File: src/rtl/bram_sdp_pipe.sv
// Simple-dual-port single-clock RAM with byte-enabled writes, 1- or 2-cycle reads,
// write-first collision forwarding and a zero-fill sweep after reset or on request.
module bram_sdp_pipe #(
  parameter int RAM_WIDTH      = 32,
  parameter int RAM_DEPTH      = 128,
  parameter int READ_LATENCY   = 1,
  parameter bit CLEAR_ON_RESET = 1'b1,
  parameter     INIT_FILE      = "",
  localparam int ADDR_W        = $clog2(RAM_DEPTH),
  localparam int BE_W          = RAM_WIDTH / 8
) (
  input  logic                 i_clk,
  input  logic                 i_rst_n,
  input  logic                 i_clr,
  output logic                 o_busy,
  input  logic                 i_wr_en,
  input  logic [ADDR_W-1:0]    i_wr_addr,
  input  logic [BE_W-1:0]      i_wr_be,
  input  logic [RAM_WIDTH-1:0] i_wr_data,
  input  logic                 i_rd_en,
  input  logic [ADDR_W-1:0]    i_rd_addr,
  output logic [RAM_WIDTH-1:0] o_rd_data,
  output logic                 o_rd_valid
);

  typedef enum logic {IDLE = 1'b0, CLEAR = 1'b1} state_t;

  localparam state_t            RST_STATE = CLEAR_ON_RESET ? CLEAR : IDLE;
  localparam logic [ADDR_W-1:0] LAST_ADDR = ADDR_W'(RAM_DEPTH - 1);
  localparam logic [ADDR_W:0]   DEPTH_EXT = (ADDR_W + 1)'(RAM_DEPTH);

  logic [RAM_WIDTH-1:0] mem [RAM_DEPTH];

  state_t               state, state_nxt;
  logic [ADDR_W-1:0]    cnt, cnt_nxt;
  logic                 busy;
  logic                 wr_ok, rd_ok;

  logic [RAM_WIDTH-1:0] ram_q_p1;
  logic [RAM_WIDTH-1:0] wdata_p1;
  logic [BE_W-1:0]      be_p1;
  logic                 hit_p1;
  logic                 zero_p1;
  logic                 vld_p1;
  logic [RAM_WIDTH-1:0] rd_merged;

  function automatic logic in_range(input logic [ADDR_W-1:0] addr);
    return {1'b0, addr} < DEPTH_EXT;
  endfunction

  function automatic logic [RAM_WIDTH-1:0] byte_merge(input logic [RAM_WIDTH-1:0] old_word,
                                                      input logic [RAM_WIDTH-1:0] new_word,
                                                      input logic [BE_W-1:0]      be);
    logic [RAM_WIDTH-1:0] m;
    m = old_word;
    for (int k = 0; k < BE_W; k++)
      if (be[k]) m[8*k +: 8] = new_word[8*k +: 8];
    return m;
  endfunction

  always_ff @(posedge i_clk or negedge i_rst_n) begin
    if (!i_rst_n) begin
      state <= RST_STATE;
      cnt   <= '0;
    end else begin
      state <= state_nxt;
      cnt   <= cnt_nxt;
    end
  end

  always_comb begin
    state_nxt = state;
    cnt_nxt   = cnt;
    case (state)
      IDLE:  if (i_clr) state_nxt = CLEAR;
      CLEAR: begin
        if (cnt == LAST_ADDR) begin
          state_nxt = IDLE;
          cnt_nxt   = '0;
        end else begin
          cnt_nxt = cnt + ADDR_W'(1);
        end
      end
    endcase
  end

  always_comb begin
    busy = (state == CLEAR);
  end

  assign o_busy = busy;
  assign wr_ok  = i_wr_en && !busy && in_range(i_wr_addr);
  assign rd_ok  = i_rd_en && !busy;

  always_ff @(posedge i_clk) begin
    if (busy) begin
      mem[cnt] <= '0;
    end else if (wr_ok) begin
      for (int k = 0; k < BE_W; k++)
        if (i_wr_be[k]) mem[i_wr_addr][8*k +: 8] <= i_wr_data[8*k +: 8];
    end
  end

  // p1: raw RAM word plus the same-cycle write needed for write-first forwarding
  always_ff @(posedge i_clk) begin
    if (rd_ok) begin
      ram_q_p1 <= mem[i_rd_addr];
      hit_p1   <= wr_ok && (i_wr_addr == i_rd_addr);
      wdata_p1 <= i_wr_data;
      be_p1    <= i_wr_be;
    end
  end

  // zero_p1 resets high so the output reads zero until the first completed read
  always_ff @(posedge i_clk or negedge i_rst_n) begin
    if (!i_rst_n) begin
      vld_p1  <= 1'b0;
      zero_p1 <= 1'b1;
    end else begin
      vld_p1 <= rd_ok;
      if (rd_ok) zero_p1 <= !in_range(i_rd_addr);
    end
  end

  assign rd_merged = zero_p1 ? '0 : byte_merge(ram_q_p1, wdata_p1, hit_p1 ? be_p1 : '0);

  // p2: optional output register stage
  if (READ_LATENCY == 2) begin : g_lat2
    logic [RAM_WIDTH-1:0] rd_data_p2;
    logic                 vld_p2;

    always_ff @(posedge i_clk or negedge i_rst_n) begin
      if (!i_rst_n) begin
        rd_data_p2 <= '0;
        vld_p2     <= 1'b0;
      end else begin
        vld_p2 <= vld_p1;
        if (vld_p1) rd_data_p2 <= rd_merged;
      end
    end

    assign o_rd_data  = rd_data_p2;
    assign o_rd_valid = vld_p2;
  end else begin : g_lat1
    assign o_rd_data  = rd_merged;
    assign o_rd_valid = vld_p1;
  end

endmodule

File: config.mk
export PLATFORM = sky130hd
export DESIGN_NAME = bram_sdp_pipe
export DESIGN_NICKNAME = d
export VERILOG_FILES = /design/src/rtl/bram_sdp_pipe.sv
export SDC_FILE = /design/constraint.sdc
export NUM_CORES = 2
export LEC_CHECK = 0
export CAP_MARGIN = 20
export CORE_MARGIN = 4
export CORE_UTILIZATION = 59
export DETAILED_ROUTE_END_ITERATION = 16
export PLACE_DENSITY = 0.75
export SLEW_MARGIN = 20
export SYNTH_ARGS = -nofsm -noshare
export SYNTH_HDL_FRONTEND = slang
export SYNTH_SLANG_ARGS = --single-unit
File: constraint.sdc
create_clock -name i_clk -period 5.75 [get_ports i_clk]
set_clock_uncertainty 0.1 [all_clocks]
set_input_delay 1.4375 -clock i_clk [delete_from_list [all_inputs] [get_ports i_clk]]
set_output_delay 1.4375 -clock i_clk [all_outputs]
set_load 0.01 [all_outputs]
==> results summary <==
The flow ran to the end, and the final reports show no timing, DRC or antenna violations. The clock input transition at the sequential cells of the worst setup and hold paths is 0.06 ns. The number of antenna violations at the first check in global routing was 29. The number of sinks on the clock net came out at 4175.

For this run, the number of Yosys warnings is 0. The kind of start point of the critical path is a flip-flop. met2 is the most crowded layer.

The total count of hold-check failures in the final report is 0. The floorplan die width is 530.6 um. The maximum number of pins on one net before global-route repair came out at 129. The worst setup path is captured at an output pin. The global-route wire length before repair came out at 584300 um. The count of mapped cells out of synthesis came out at 6764. The maximum vdd drop is 0.3332 mV. The post-synthesis register bit count is 4175. The post-synth design cell area came out at 0.1612 sq mm. In this design, the critical path's most frequently occurring cell is sky130_fd_sc_hd__nand2_1. The placement-stage cell area is 0.1710 sq mm. The largest single stage delay on the critical path is 0.70 ns. The detailed-route via count came out at 77450. Traced cell by cell, the critical path runs through buf_4, nand2_1, nand2_1, a21oi_1, clkdlybuf4s50_1. The area of the core is 0.2712 sq mm. The count of cells in the finished layout, fillers not included, comes to 11380. Once detailed placement completed, the half-perimeter wirelength came to 236900 um. The wire length per cell came out at 35.42 um.

The initial core utilization is 59.42%. The net count reported at finish is 7517. Dividing total power by cell area gives a power density of 364.3 mW/mm^2. In this run the worst path has a maximum fanout of 36.

The max-slew violation count is 0. The path depth of the worst reg2reg path came out at 6. The endpoint required time on the critical path is 4.21 ns. The post-synthesis sequential area ratio came out at 77.76%. Before antenna repair, the detailed router went through 6 iterations. The iteration-0 DRC count of the detailed router came out at 11090. Setup slack on the critical path of the routed design comes to 0.7247 ns. The number of input and output port buffers inserted is 88.

For the pin with the worst max-slew slack, the measured transition is 1.277 ns. Synthesis instantiated 38 different standard cells from the library. The maximum clock path buffer count is 4. In the global route stage, met2 resource usage came out at 46.11%.

The aggregate global-route resource usage is 29.02%. Counting instances, the worst hold path has a depth of 1. The worst path needs 5.025 ns of the cycle, external delays included. The mean post-synth cell area came out at 23.83 sq um. The cell count after placement is 10620. In this run the core area contains 191 standard-cell rows. The worst hold slack across all endpoints is 0.4683 ns. The critical path in this run is classified as flip-flop to output pin.

The number of failing setup endpoints in the final timing report came out at 0. The data arrival time of the critical path is 3.49 ns. Timing would allow up to 0.1990 GHz. The H-tree depth came out at 5. The most common cell after layout, fill and taps aside is sky130_fd_sc_hd__edfxtp_1. The leakage power figure is 61.37 nW. The post-route total power is 67.22 mW. The insertion delay to the later sink of the worst-skew pair is 0.95 ns. After clock tree synthesis, the repair step resized 0 gates. The leftover overflow at the end of global routing is 0.

The routing usage on met1 is 39.45%. The number of primary I/O pins is 89. The number of buffers inserted during clock tree synthesis is 399. The vertical die dimension came out at 530.6 um. The share of synthesized registers carrying an async set or reset is 0.2395%. The final cell utilization of the core came out at 68.03%. The post-detailed-route count of antenna-violating nets is 0.

The area of all placed cells without fillers came out at 0.1845 sq mm. The count of buffers added by post-CTS timing repair for setup came out at 0. The clock tree root buffer cell is sky130_fd_sc_hd__clkbuf_16. The hold-fix buffer count after cts is 0.

In the layout the commonest cells are sky130_fd_sc_hd__edfxtp_1 (4165), sky130_fd_sc_hd__mux4_2 (1344), sky130_fd_sc_hd__buf_4 (533). The weighted congestion at the end of routability-driven global placement is 0.8791. The worst relative slew slack came out at 14.88%. The synthesized design contains 4165 enable-type register cells.

In the routed design, unresolved DRC markers number 0. Synthesis produced a netlist with a net count of 6820. TritonCTS built the clock tree. The ratio of routed vias to standard cells came out at 6.805. The path class of the tightest hold or removal check is flip-flop to flip-flop. Adding up every negative setup slack in the final design gives 0 ns. The synthesis-to-finish area growth came out at 14.51%.

Setup repair after global routing left no endpoint under its margin. The number of max-cap violations came out at 0. The met3 usage in global routing is 5.782%. The number of global-route vias before repair came to 79620.

The cell with the largest stage delay on the worst path is sky130_fd_sc_hd__clkdlybuf4s50_1. The post-place setup slack came out at 0.1917 ns. The most used flip-flop cell after synthesis is sky130_fd_sc_hd__edfxtp_1. The post-route netlist has 34.58% of its cells at a drive strength greater than 1. In the finished design, the share of the clock period the worst path needs comes to 87.40%. The final routed wirelength across all metal layers came out at 403200 um. The area enclosed by the die boundary is 0.2816 sq mm.
-- power by group --
part,internal [mW],switching (mW)
sequential,34.1,0.269
combinational,2.13,4.06
clock,15.2,11.5
-- Yosys cell counts (4+ instances only) --
master | number | area (sq um)
sky130_fd_sc_hd__mux2_2 | 32 | 360.4
sky130_fd_sc_hd__buf_1 | 59 | 221.5
sky130_fd_sc_hd__edfxtp_1 | 4165 | 125100
sky130_fd_sc_hd__dfrtp_1 | 8 | 200.2
sky130_fd_sc_hd__nor2_1 | 527 | 1978
sky130_fd_sc_hd__mux4_2 | 1344 | 30270
sky130_fd_sc_hd__o21ai_1 | 36 | 180.2
sky130_fd_sc_hd__a21o_1 | 5 | 37.54
sky130_fd_sc_hd__nand2_1 | 44 | 165.2
sky130_fd_sc_hd__buf_4 | 15 | 112.6
sky130_fd_sc_hd__inv_1 | 4 | 15.01
sky130_fd_sc_hd__xnor2_1 | 9 | 78.83
sky130_fd_sc_hd__nand3_1 | 37 | 185.2
sky130_fd_sc_hd__clkbuf_1 | 271 | 1017
sky130_fd_sc_hd__nor4b_1 | 4 | 35.03
sky130_fd_sc_hd__a21oi_1 | 40 | 200.2
sky130_fd_sc_hd__nand2b_1 | 7 | 43.79
sky130_fd_sc_hd__o21ai_0 | 4 | 20.02
sky130_fd_sc_hd__o22ai_1 | 15 | 93.84
sky130_fd_sc_hd__buf_2 | 65 | 325.3
sky130_fd_sc_hd__nor4_1 | 9 | 56.30
sky130_fd_sc_hd__nor3_1 | 4 | 20.02
sky130_fd_sc_hd__and3_1 | 32 | 200.2
-- worst max-delay path, delay by kind of cell (launching register included) --
| kind | cells | cell delay [ns] |
|---|---|---|
| buffers and inverters | 2 | 0.96 |
| and+or+nand+nor | 2 | 0.63 |
| AOI/OAI and AO/OA | 1 | 0.54 |
| DFF | 1 | 0.37 |
-- worst paths after layout --
path	slack (ns)	start	to
worst min register to register	0.47	cnt[6]	cnt[6]
worst max register to register	1.47	o_busy	mem[29][30]
worst min-delay path	0.47	cnt[6]	cnt[6]
min in group asynchronous	0.94	i_rst_n	o_rd_valid
max in group asynchronous	3.98	i_rst_n	cnt[4]
worst max-delay path	0.72	hit_p1	o_rd_data[10]
-- registers in the layout, indices dropped and copies added, names as in the netlist --
register    cells
wdata_p1       32
o_busy          1
be_p1           4
cnt             7
o_rd_valid      1
hit_p1          1
zero_p1         1
mem          4096
ram_q_p1       32
-- layout make-up --
class	count	area (sq um)
flip-flops and latches	4175	125300
well taps	3570	4467
repair buffers	708	6715
clock inverters	265	2835
diodes	15	37.54
fillers	15430	86700
clock buffers	471	10390
multi-input cells	2173	34750
inverters	4	15.01
-- cell families (layout without fill, tap and decap cells) --
kind of cell / count (synthesis) / count (layout) / synth area share [%]
AO/OA/AOI/OAI: 111 / 111 / 0.3921
XOR/XNOR: 10 / 10 / 0.05435
adder cells (fa/ha/maj): 1 / 1 / 0.007763
buffers and inverters: 416 / 1448 / 1.064
flip-flops: 4175 / 4175 / 77.76
multiplexers: 1376 / 1376 / 19.01
other: 0 / 15 / 0
AND/OR/NAND/NOR: 675 / 675 / 1.713
-- layer usage --
| layer | wire (um) | vias to the layer above |
|---|---|---|
| met5 | 97 | - |
| met3 | 40330 | 949 |
| met2 | 199600 | 5103 |
| li1 | - | 30380 |
| met4 | 22570 | 16 |
| met1 | 140500 | 41000 |
Note: power is estimated with default switching activity, not from simulation.
